### src/rtl/switch_debouncer.sv
// Two-flop synchronizer plus per-bit stability counter for the board slide switches.
// Latency STABLE_CYCLES+2 edges from a raw change to swt_db; no backpressure, free-running.
module switch_debouncer #(
  parameter int WIDTH         = 8,
  parameter int STABLE_CYCLES = 1000000,
  parameter int CNT_W         = 20
) (
  input  logic             clk,
  input  logic             rstn,
  input  logic [WIDTH-1:0] swt,
  output logic [WIDTH-1:0] swt_db,
  output logic [WIDTH-1:0] swt_changed,
  output logic             settled
);

  localparam logic [CNT_W-1:0] LP_CNT_MAX = CNT_W'(STABLE_CYCLES - 1);

  logic [WIDTH-1:0] r_s1;
  logic [WIDTH-1:0] r_s2;
  logic [WIDTH-1:0] r_db;
  logic [WIDTH-1:0] r_chg;
  logic [CNT_W-1:0] r_cnt [WIDTH];

  always_ff @(posedge clk) begin
    if (!rstn) begin
      r_s1 <= '0;
      r_s2 <= '0;
    end else begin
      r_s1 <= swt;
      r_s2 <= r_s1;
    end
  end

  // Any cycle where the synchronized level matches the accepted level cancels a pending change.
  always_ff @(posedge clk) begin
    for (int i = 0; i < WIDTH; i++) begin
      if (!rstn) begin
        r_cnt[i] <= '0;
        r_db[i]  <= 1'b0;
        r_chg[i] <= 1'b0;
      end else if (r_s2[i] == r_db[i]) begin
        r_cnt[i] <= '0;
        r_chg[i] <= 1'b0;
      end else if (r_cnt[i] == LP_CNT_MAX) begin
        r_cnt[i] <= '0;
        r_db[i]  <= r_s2[i];
        r_chg[i] <= 1'b1;
      end else begin
        r_cnt[i] <= r_cnt[i] + 1'b1;
        r_chg[i] <= 1'b0;
      end
    end
  end

  assign swt_db      = r_db;
  assign swt_changed = r_chg;
  assign settled     = (r_s2 == r_db);

endmodule

### config.mk
export PLATFORM = sky130hd
export DESIGN_NAME = switch_debouncer
export DESIGN_NICKNAME = d
export VERILOG_FILES = /design/src/rtl/switch_debouncer.sv
export SDC_FILE = /design/constraint.sdc
export NUM_CORES = 1
export LEC_CHECK = 0
export BUFFER_PORTS_ARGS = -buffer_cell sky130_fd_sc_hd__buf_2
export CAP_MARGIN = 10
export CELL_PAD_IN_SITES_DETAIL_PLACEMENT = 0
export CELL_PAD_IN_SITES_GLOBAL_PLACEMENT = 1
export CORE_MARGIN = 5
export CORE_UTILIZATION = 40
export DETAILED_ROUTE_END_ITERATION = 8
export HOLD_SLACK_MARGIN = 0.1
export PLACE_DENSITY_LB_ADDON = 0.3
export SLEW_MARGIN = 15
export SYNTH_ARGS = -nofsm -noshare
export SYNTH_HDL_FRONTEND = slang
export SYNTH_SLANG_ARGS = --single-unit
### constraint.sdc
create_clock -name clk -period 5.2 [get_ports clk]
set_input_delay 0.52 -clock clk [delete_from_list [all_inputs] [get_ports clk]]
set_output_delay 0.52 -clock clk [all_outputs]
set_load 0.005 [all_outputs]
==> reports/qor.json, run 1 <==
{
  "ff_latch_area": {"value": 0.00545, "unit": "sq mm"},
  "leakage_power_of_the_design": {"value": 4.00, "unit": "nW"},
  "ys_top_cells_by_area": {"value": "edfxtp_1, dfxtp_1, nor2_1"},
  "power.density_cell_area": {"value": 283, "unit": "mW/mm^2"},
  "ioPinCount": {"value": 27},
  "detail_route.wl_per_cell": {"value": 12.6, "unit": "um"},
  "synthDistinctLibCells": {"value": 46},
  "globalplace.congestion": {"value": 0.801},
  "fin_skew": {"value": 0.0140, "unit": "ns"},
  "multi_input_area": {"value": 0.00479, "unit": "sq mm"},
  "clock_latency": {"value": 0.43, "unit": "ns"},
  "cp_top_family": {"value": "simple AND/OR/NAND/NOR gates"},
  "worstHoldPathCells": {"value": 2},
  "synth-seq-cells": {"value": 192},
  "synthTopCellsByCount": {"value": "edfxtp_1, nor2_1, nand3_1, a21oi_1, nand2_1"},
  "antenna_violating_nets_remaining": {"value": 0},
  "routed-via-count": {"value": 7082},
  "fmax": {"value": 365, "unit": "MHz"},
  "wp_buf_inv": {"value": 1},
  "number_of_sinks_on_the_clock_net": {"value": 192},
  "clk_pin_slew_worst_paths": {"value": 0.07, "unit": "ns"},
  "gr-total-overflow": {"value": 0},
  "drc": {"value": 0},
  "coreArea": {"value": 0.0244, "unit": "sq mm"},
  "wirelength": {"value": 18.4, "unit": "mm"},
  "setup_repair_after_global_routing_missed_its_margin": {"value": "no"},
  "syn_avg_cell_area": {"value": 10.4, "unit": "sq um"},
  "vias_in_the_first_global_route": {"value": 6858},
  "clock_tree.buffer_depth": {"value": 2},
  "viasPerCell": {"value": 4.84},
  "grt_start_max_net_pins": {"value": 27},
  "effective_utilization_at_floorplan": {"value": 0.407},
  "run_status": {"value": "completed"},
  "timing.final.crit_share": {"value": 0.527},
  "drt_first_iter_violations": {"value": 421},
  "fin_nets": {"value": 1143},
  "cp-start-kind": {"value": "register"},
  "period_minus_slack": {"value": 2.74, "unit": "ns"},
  "ys_warn_count": {"value": 0},
  "ff2ff_path_depth": {"value": 5},
  "synth_async_sr_flop_share": {"value": 0},
  "min_to": {"value": "r_s1[3]"},
  "synth_top_flop_cell": {"value": "edfxtp_1"},
  "drv_slew": {"value": 0},
  "worst_r2r_startpoint": {"value": "r_cnt[1][70]"},
  "worst_path_largest_cell_delay": {"value": 0.57, "unit": "ns"},
  "crit_path_frequent_cell": {"value": "or4_1"},
  "timing.reg2reg.setup_slack": {"value": 2.46, "unit": "ns"},
  "post_route_cells_drive_above_1_share": {"value": 0.0668},
  "insertedDiodeCount": {"value": 0},
  "post_synth_edffs": {"value": 160},
  "post_cts_hold_buffer_count": {"value": 0},
  "fillers": {"value": 2366},
  "clock-root-buffer": {"value": "clkbuf_16"},
  "cts_setup_buffers": {"value": 0},
  "drv.max_cap_violation_count": {"value": 0},
  "fin_total_pwr": {"value": 3.27, "unit": "mW"},
  "worst_ir_drop_vdd": {"value": 0.000156, "unit": "V"},
  "critical_path.max_fanout": {"value": 11},
  "cp_cell_sequence": {"value": "or4_1, or4_1, o21bai_1, buf_4, a21oi_1"},
  "timing.final.hold_violations": {"value": 0},
  "ctsHtreeMaxLevel": {"value": 4},
  "post_synthesis_instance_area": {"value": 0.00992, "unit": "sq mm"},
  "detailed_place_hpwl": {"value": 13.1, "unit": "mm"},
  "worst_ep_arrival_time": {"value": 2.92, "unit": "ns"},
  "hp-start": {"value": "swt[3]"},
  "grt_pass1_wl": {"value": 32.2, "unit": "mm"},
  "synth.most_common_cell": {"value": "edfxtp_1"},
  "worst-endpoint-required": {"value": 5.38, "unit": "ns"},
  "hp-class": {"value": "input port to register"},
  "num_rows": {"value": 57},
  "cp_max_delay_cell": {"value": "or4_1"},
  "ys_seq_area_frac": {"value": 0.549},
  "die_height": {"value": 167, "unit": "um"},
  "synthDominantAreaCellType": {"value": "edfxtp_1"},
  "critPathCaptureType": {"value": "register"},
  "r2r_end": {"value": "r_cnt[1][79]"},
  "critical_path_class": {"value": "register to register"},
  "grt.total_usage": {"value": 0.136},
  "die_area": {"value": 0.0281, "unit": "sq mm"},
  "tightest_slew": {"value": 0.862, "unit": "ns"},
  "post-route-util": {"value": 0.473},
  "tritoncts": {"value": "yes"},
  "fin_tns_setup": {"value": 0, "unit": "ns"},
  "areaGrowthSynthToFinish": {"value": 16.3, "unit": "%"},
  "postSynthCellCount": {"value": 950},
  "die_w": {"value": 167, "unit": "um"},
  "grt_antenna_before_repair": {"value": 0},
  "worst_rel_slew_slack": {"value": 0.424},
  "drtPass1Iterations": {"value": 4},
  "io_buffer_count": {"value": 26},
  "tritoncts.num_buffers": {"value": 17},
  "setup_viol": {"value": 0},
  "number_of_cells_upsized_or_downsized_after_cts": {"value": 0},
  "post-synth-top-area-fraction": {"value": 0.484}
}
placed cells by master (no fill, tap or decap), types with 3 or more instances in the layout:
| cell type | Yosys | routed |
|---|---|---|
| edfxtp_1 | 160 | 160 |
| conb_1 | 1 | 160 |
| nor2_1 | 126 | 126 |
| nand3_1 | 61 | 61 |
| a21oi_1 | 56 | 56 |
| nand2_1 | 54 | 54 |
| xnor2_1 | 53 | 53 |
| xor2_1 | 51 | 51 |
| nand4_1 | 35 | 35 |
| o21ai_0 | 34 | 34 |
| or3_1 | 34 | 34 |
| inv_1 | 33 | 33 |
| dfxtp_1 | 32 | 32 |
| or4_1 | 29 | 29 |
| buf_2 | 6 | 26 |
| and2_1 | 24 | 24 |
| clkbuf_16 | 0 | 21 |
| nor4_1 | 20 | 20 |
| o31ai_1 | 19 | 19 |
| nor3_1 | 18 | 18 |
| and4_1 | 16 | 16 |
| and3_1 | 14 | 14 |
| nor4b_1 | 8 | 8 |
| ha_1 | 8 | 8 |
| or2_2 | 3 | 3 |
| a31o_2 | 3 | 3 |
| a21o_1 | 3 | 3 |
| clkinvlp_4 | 0 | 3 |
routing by layer:
metal | wire (um) | vias up | GRT usage | share of wire
li1 | - | 3697 | - | -
met1 | 9350 | 3318 | 0.187 | 0.51
met2 | 8530 | 56 | 0.221 | 0.46
met3 | 385 | 11 | 0.0306 | 0.021
met4 | 144 | 0 | 0.0318 | 0.0078
met5 | 0 | - | 0 | 0
power breakdown:
part           internal [mW]  total (mW)  switching, mW
Combinational         0.0491       0.128         0.0784
Clock                  0.780        1.36          0.575
Sequential              1.72        1.79         0.0618
sequential cells by signal (all words and copies together), names as in the netlist:
| register | flops |
|---|---|
| r_cnt | 160 |
| r_s1 | 8 |
| r_s2 | 8 |
| swt_changed | 8 |
| swt_db | 8 |
cell type report:
type,instances,share of cell area
clock buffer,23,0.0462
clock inverter,9,0.00792
inverter,33,0.0107
multi-input combinational,853,0.415
sequential,192,0.472
tap,324,0.0351
timing repair buffer,28,0.0126
stage by stage:
| stage | instance area, sq um | cells | hold WS, ns | setup slack [ns] |
|---|---|---|---|---|
| 2_1_floorplan | 10500 | 1109 | 0.412 | 3.05 |
| 3_3_place_gp | 10900 | 1430 | 0.418 | 2.42 |
| 3_5_place_dp | 10900 | 1430 | 0.423 | 2.38 |
| 4_1_cts | 11500 | 1462 | 0.269 | 2.37 |
| 5_1_grt | 11500 | 1462 | 0.268 | 2.24 |
| 6_report | 11500 | 1462 | 0.286 | 2.46 |
cells by family after synthesis:
logic type	share of synthesized area
xor+xnor	0.0918
fa+ha+maj	0.0101
buf+inv	0.0286
compound gates	0.0691
simple gates	0.251
other cells	0.000378
flops	0.549
how the worst max path moves through the flow:
stage | end | depth (start not counted) | startpoint | slack, ns
floorplan | r_cnt[1][37] | 5 | r_cnt[1][32] | 3.05
detailed placement | r_cnt[1][75] | 5 | r_cnt[1][70] | 2.38
CTS | r_cnt[1][75] | 5 | r_cnt[1][70] | 2.37
global route | r_cnt[1][78] | 5 | r_cnt[1][70] | 2.24
finish | r_cnt[1][79] | 5 | r_cnt[1][70] | 2.46
global placement | r_cnt[1][63] | 5 | r_cnt[1][70] | 2.42
Note: power is estimated with default switching activity, not from simulation.
==> run 2: changes to the inputs <==
Clock period 5.2 ns to 2.6 ns, I/O delays scaled along.
==> run 2 against run 1 <==
  * Die area stayed put
  * Via count up 1.8%
  * Count of clock-buffer cells in the layout increased by 1
  * Final area up 1.7%
  * Sequential share of layout area shrank 0.77 points
  * Non-clock buffer count rose by 21
==> reports/qor.json, run 2 (synthesis gave the netlist of run 1 again) <==
{
  "run_status": {"value": "completed"},
  "clk_pin_slew_worst_paths": {"value": 0.07, "unit": "ns"},
  "io_buffer_count": {"value": 26},
  "timing.final.hold_violations": {"value": 0},
  "viasPerCell": {"value": 4.86},
  "grt_pass1_wl": {"value": 32.2, "unit": "mm"},
  "post_cts_hold_buffer_count": {"value": 8},
  "largest_register_ffs": {"value": 160},
  "die_height": {"value": 167, "unit": "um"},
  "globalplace.congestion": {"value": 0.755},
  "ctsHtreeMaxLevel": {"value": 4},
  "clock-root-buffer": {"value": "clkbuf_16"},
  "setup_viol": {"value": 0},
  "drv_slew": {"value": 0},
  "cp-start-kind": {"value": "register"},
  "dp_slack": {"value": 0.297, "unit": "ns"},
  "leakage_power_of_the_design": {"value": 4.11, "unit": "nW"},
  "antenna_violating_nets_remaining": {"value": 0},
  "setup_slack": {"value": 0.280, "unit": "ns"},
  "finish.instance_area": {"value": 0.0117, "unit": "sq mm"},
  "fin_tns_setup": {"value": 0, "unit": "ns"},
  "clock_latency": {"value": 0.43, "unit": "ns"},
  "worst-endpoint-required": {"value": 2.77, "unit": "ns"},
  "mostFrequentLayoutCells": {"value": "edfxtp_1, conb_1, nor2_1, nand3_1, a21oi_1"},
  "num_rows": {"value": 57},
  "number_of_cells_upsized_or_downsized_after_cts": {"value": 0},
  "hp-start": {"value": "rstn"},
  "drv.max_cap_violation_count": {"value": 0},
  "gr-total-overflow": {"value": 0},
  "die_area": {"value": 0.0281, "unit": "sq mm"},
  "detail_route.wl_per_cell": {"value": 12.6, "unit": "um"},
  "drtPass1Iterations": {"value": 5},
  "vias_in_the_first_global_route": {"value": 6818},
  "grt.total_usage": {"value": 0.137},
  "routed-via-count": {"value": 7213},
  "worst_ep_arrival_time": {"value": 2.49, "unit": "ns"},
  "r2r_end": {"value": "r_cnt[1][71]"},
  "cts_setup_buffers": {"value": 0},
  "period_minus_slack": {"value": 2.32, "unit": "ns"},
  "ioPinCount": {"value": 27},
  "tritoncts.num_buffers": {"value": 17},
  "min_to": {"value": "swt_changed[6]"},
  "worst_r2r_startpoint": {"value": "r_cnt[1][70]"},
  "effective_utilization_at_floorplan": {"value": 0.407},
  "clock_tree.buffer_depth": {"value": 2},
  "tritoncts": {"value": "yes"},
  "fillers": {"value": 2327},
  "detailed_place_hpwl": {"value": 13.4, "unit": "mm"},
  "grt_start_max_net_pins": {"value": 20},
  "number_of_sinks_on_the_clock_net": {"value": 192},
  "critical_path.max_fanout": {"value": 9},
  "critPathCaptureType": {"value": "register"},
  "drc": {"value": 0},
  "ff_latch_area": {"value": 0.00545, "unit": "sq mm"},
  "drt_first_iter_violations": {"value": 388},
  "insertedDiodeCount": {"value": 0},
  "areaGrowthSynthToFinish": {"value": 18.2, "unit": "%"},
  "grt_antenna_before_repair": {"value": 0},
  "die_w": {"value": 167, "unit": "um"},
  "fin_skew": {"value": 0.0111, "unit": "ns"},
  "placement.cell_area": {"value": 0.0110, "unit": "sq mm"},
  "worst_ir_drop_vdd": {"value": 0.000374, "unit": "V"},
  "largest_register": {"value": "r_cnt"},
  "multi_input_area": {"value": 0.00479, "unit": "sq mm"},
  "worst_rel_slew_slack": {"value": 0.566},
  "setup_repair_after_global_routing_missed_its_margin": {"value": "no"},
  "wirelength": {"value": 18.7, "unit": "mm"},
  "timing.final.crit_share": {"value": 0.892},
  "fmax": {"value": 431, "unit": "MHz"},
  "hp-class": {"value": "input port to register"},
  "coreArea": {"value": 0.0244, "unit": "sq mm"},
  "power.density_cell_area": {"value": 563, "unit": "mW/mm^2"},
  "tightest_slew": {"value": 0.642, "unit": "ns"},
  "timing.reg2reg.setup_slack": {"value": 0.28, "unit": "ns"},
  "ff2ff_path_depth": {"value": 5},
  "critical_path_class": {"value": "register to register"},
  "post_route_cells_drive_above_1_share": {"value": 0.0768},
  "worstHoldPathCells": {"value": 3},
  "fin_nets": {"value": 1164}
}
==> run 2: changes by cell type in the layout (fill, tap and decap cells not counted), moves of 2 or more <==
cell / change
buf_4: +12
dlygate4sd3_1: +8
clkinvlp_4: -3
inv_4: +2
==> run 2: metal layers <==
metal  GRT usage  part of all wire  vias up
met4      0.0434             0.013        0
met3      0.0212             0.025       14
met1       0.185              0.50     3381
met5           0                 0        -
met2       0.228              0.46       74
li1            -                 -     3744
==> run 2: area by class of cell <==
| type | count | area share |
|---|---|---|
| clock inverters | 8 | 0.00704 |
| clock buffers | 24 | 0.0466 |
| well taps | 324 | 0.0346 |
| inverters | 33 | 0.0106 |
| flip-flops and latches | 192 | 0.464 |
| repair buffers | 49 | 0.0286 |
| multi-input cells | 853 | 0.408 |
==> run 2: worst max path at each step <==
stage	from	endpoint	cells past startpoint	slack, ns
6_report	r_cnt[1][70]	r_cnt[1][71]	5	0.28
5_1_grt	r_cnt[1][70]	r_cnt[1][71]	5	0.13
4_1_cts	r_cnt[1][70]	r_cnt[1][71]	5	0.28
3_5_place_dp	r_cnt[1][70]	r_cnt[1][71]	5	0.30
3_3_place_gp	r_cnt[1][70]	r_cnt[1][68]	5	0.35
2_1_floorplan	r_cnt[1][32]	r_cnt[1][37]	5	0.45
==> run 2: critical path: stages, from the launching register on <==
cell and delay, ns:
edfxtp_1 0.43, or4_1 0.56, or4_1 0.55, o21bai_1 0.25, buf_4 0.22, a21oi_1 0.06
==> run 2: where the power goes <==
group / switching (mW) / internal [mW]
Combinational: 0.159 / 0.113
Sequential: 0.123 / 3.45
Clock: 1.16 / 1.59
Total: 1.45 / 5.15
==> run 2: per-stage QoR <==
stage | instances | hold WS [ns] | util | power (mW)
after floorplan | 1109 | 0.387 | - | 3.81
after global placement | 1443 | 0.414 | 0.452 | 3.89
after detailed placement | 1443 | 0.420 | 0.452 | 3.90
after CTS | 1483 | 0.259 | 0.481 | 6.67
after global routing | 1483 | 0.277 | 0.481 | 6.86
final | 1483 | 0.264 | 0.481 | 6.60
==> run 3: changes to the inputs <==
Settings changed: CELL_PAD_IN_SITES_DETAIL_PLACEMENT 0 to default, CELL_PAD_IN_SITES_GLOBAL_PLACEMENT 1 to default, MAX_ROUTING_LAYER from default to met4, SKIP_LAST_GASP from default to 1.
==> run 3 against run 2 <==
  * Total power shrank 2.5%
  * Non-clock buffer count grew 2
  * Fmax grew 0.74%
  * Wire length grew 0.63%
  * Sequential power is essentially flat
  * Core utilization shrank 0.22 points
  * Clock power shrank 6%
==> reports/qor.json, run 3 (synthesis gave the netlist of run 1 again) <==
{
  "run_status": {"value": "completed"},
  "timing.reg2reg.setup_slack": {"value": 0.30, "unit": "ns"},
  "drv.max_cap_violation_count": {"value": 0},
  "effective_utilization_at_floorplan": {"value": 0.407},
  "post-route-util": {"value": 0.479},
  "mostFrequentLayoutCells": {"value": "edfxtp_1, conb_1, nor2_1, nand3_1, a21oi_1"},
  "coreArea": {"value": 0.0244, "unit": "sq mm"},
  "detail_route.wl_per_cell": {"value": 12.7, "unit": "um"},
  "vias_in_the_first_global_route": {"value": 7182},
  "detailed_place_hpwl": {"value": 13.2, "unit": "mm"},
  "die_area": {"value": 0.0281, "unit": "sq mm"},
  "ioPinCount": {"value": 27},
  "largest_register": {"value": "r_cnt"},
  "multi_input_area": {"value": 0.00479, "unit": "sq mm"},
  "number_of_sinks_on_the_clock_net": {"value": 192},
  "worst_ep_arrival_time": {"value": 2.48, "unit": "ns"},
  "critical_path_class": {"value": "register to register"},
  "drtPass1Iterations": {"value": 7},
  "crit_path_start": {"value": "r_cnt[1][70]"},
  "leakage_power_of_the_design": {"value": 4.06, "unit": "nW"},
  "setup_viol": {"value": 0},
  "grt.total_usage": {"value": 0.142},
  "fin_tns_setup": {"value": 0, "unit": "ns"},
  "die_w": {"value": 167, "unit": "um"},
  "largest_register_ffs": {"value": 160},
  "hp-class": {"value": "input port to register"},
  "clock-root-buffer": {"value": "clkbuf_16"},
  "period_minus_slack": {"value": 2.30, "unit": "ns"},
  "gr-total-overflow": {"value": 0},
  "clk_pin_slew_worst_paths": {"value": 0.07, "unit": "ns"},
  "viasPerCell": {"value": 4.92},
  "cp-start-kind": {"value": "register"},
  "worst_ir_drop_vdd": {"value": 0.000367, "unit": "V"},
  "post_route_cells_drive_above_1_share": {"value": 0.0767},
  "drt_first_iter_violations": {"value": 408},
  "areaGrowthSynthToFinish": {"value": 17.7, "unit": "%"},
  "power.density_cell_area": {"value": 551, "unit": "mW/mm^2"},
  "ff_latch_area": {"value": 0.00545, "unit": "sq mm"},
  "fin_total_pwr": {"value": 6.44, "unit": "mW"},
  "worst_rel_slew_slack": {"value": 0.604},
  "wirelength": {"value": 18.8, "unit": "mm"},
  "drv_slew": {"value": 0},
  "timing.final.crit_share": {"value": 0.886},
  "clock_latency": {"value": 0.43, "unit": "ns"},
  "tritoncts.num_buffers": {"value": 17},
  "num_rows": {"value": 57},
  "io_buffer_count": {"value": 26},
  "hp-start": {"value": "rstn"},
  "tritoncts": {"value": "yes"},
  "clock_tree.buffer_depth": {"value": 2},
  "fin_nets": {"value": 1166},
  "worst_r2r_startpoint": {"value": "r_cnt[1][70]"},
  "setup_repair_after_global_routing_missed_its_margin": {"value": "no"},
  "insertedDiodeCount": {"value": 0},
  "fin_skew": {"value": 0.00836, "unit": "ns"},
  "critPathCaptureType": {"value": "register"},
  "grt_pass1_wl": {"value": 32.7, "unit": "mm"},
  "fmax": {"value": 434, "unit": "MHz"},
  "routed-via-count": {"value": 7311},
  "timing.final.hold_violations": {"value": 0},
  "critical_path.max_fanout": {"value": 13},
  "fillers": {"value": 2359},
  "ctsHtreeMaxLevel": {"value": 4},
  "die_height": {"value": 167, "unit": "um"},
  "worst-endpoint-required": {"value": 2.78, "unit": "ns"},
  "antenna_violating_nets_remaining": {"value": 0},
  "number_of_cells_upsized_or_downsized_after_cts": {"value": 0},
  "drc": {"value": 0},
  "grt_start_max_net_pins": {"value": 23},
  "globalplace.congestion": {"value": 0.794},
  "tightest_slew": {"value": 0.589, "unit": "ns"},
  "grt_antenna_before_repair": {"value": 0}
}
==> run 3: timing repair <==
action / 4_1_cts / 5_1_grt
setup endpoints to repair: 0 / 0
setup buffers: 0 / 0
endpoints found under the hold margin: 8 / 0
hold buffers: 8 / 0
==> run 3: worst max-delay path: stages (launching register included) <==
cell and delay, ns:
edfxtp_1 0.43, or4_1 0.57, or4_1 0.56, o21bai_1 0.19, buf_4 0.23, nor2_1 0.07
==> run 3: path summary, 6_finish.rpt <==
path | to | cells after the start
max reg2reg | r_cnt[1][70] | 5
min | swt_changed[6] | 3
min reg2reg | r_s2[3] | 1
max | r_cnt[1][70] | 5
==> run 3: layout make-up <==
cell class                      instances  share of cell area
Sequential cell                       192               0.466
Multi-Input combinational cell        853               0.410
Clock buffer                           19              0.0371
Tap cell                              324              0.0347
Timing Repair Buffer                   51              0.0289
Clock inverter                         13              0.0120
Inverter                               33              0.0106
==> run 3: layer usage <==
layer,GRT usage,wire (um),vias up
met5,-,0,-
met4,0.0413,203,0
met3,0.0295,655,13
met2,0.230,8830,102
met1,0.183,9100,3443
li1,-,-,3753
==> run 3: metrics by stage <==
step	worst slack, ns	instance area [sq um]	std cells	hold WS, ns
after floorplan	0.449	10500	1109	0.387
after global routing	0.156	11700	1485	0.331
after detailed placement	0.304	11000	1445	0.418
final	0.297	11700	1485	0.310
after CTS	0.294	11700	1485	0.296
after global placement	0.352	11000	1445	0.417
==> run 3: power by group <==
part	switching, mW	internal [mW]
Clock	1.17	1.42
Sequential	0.123	3.45
Combinational	0.161	0.112
Total	1.46	4.98
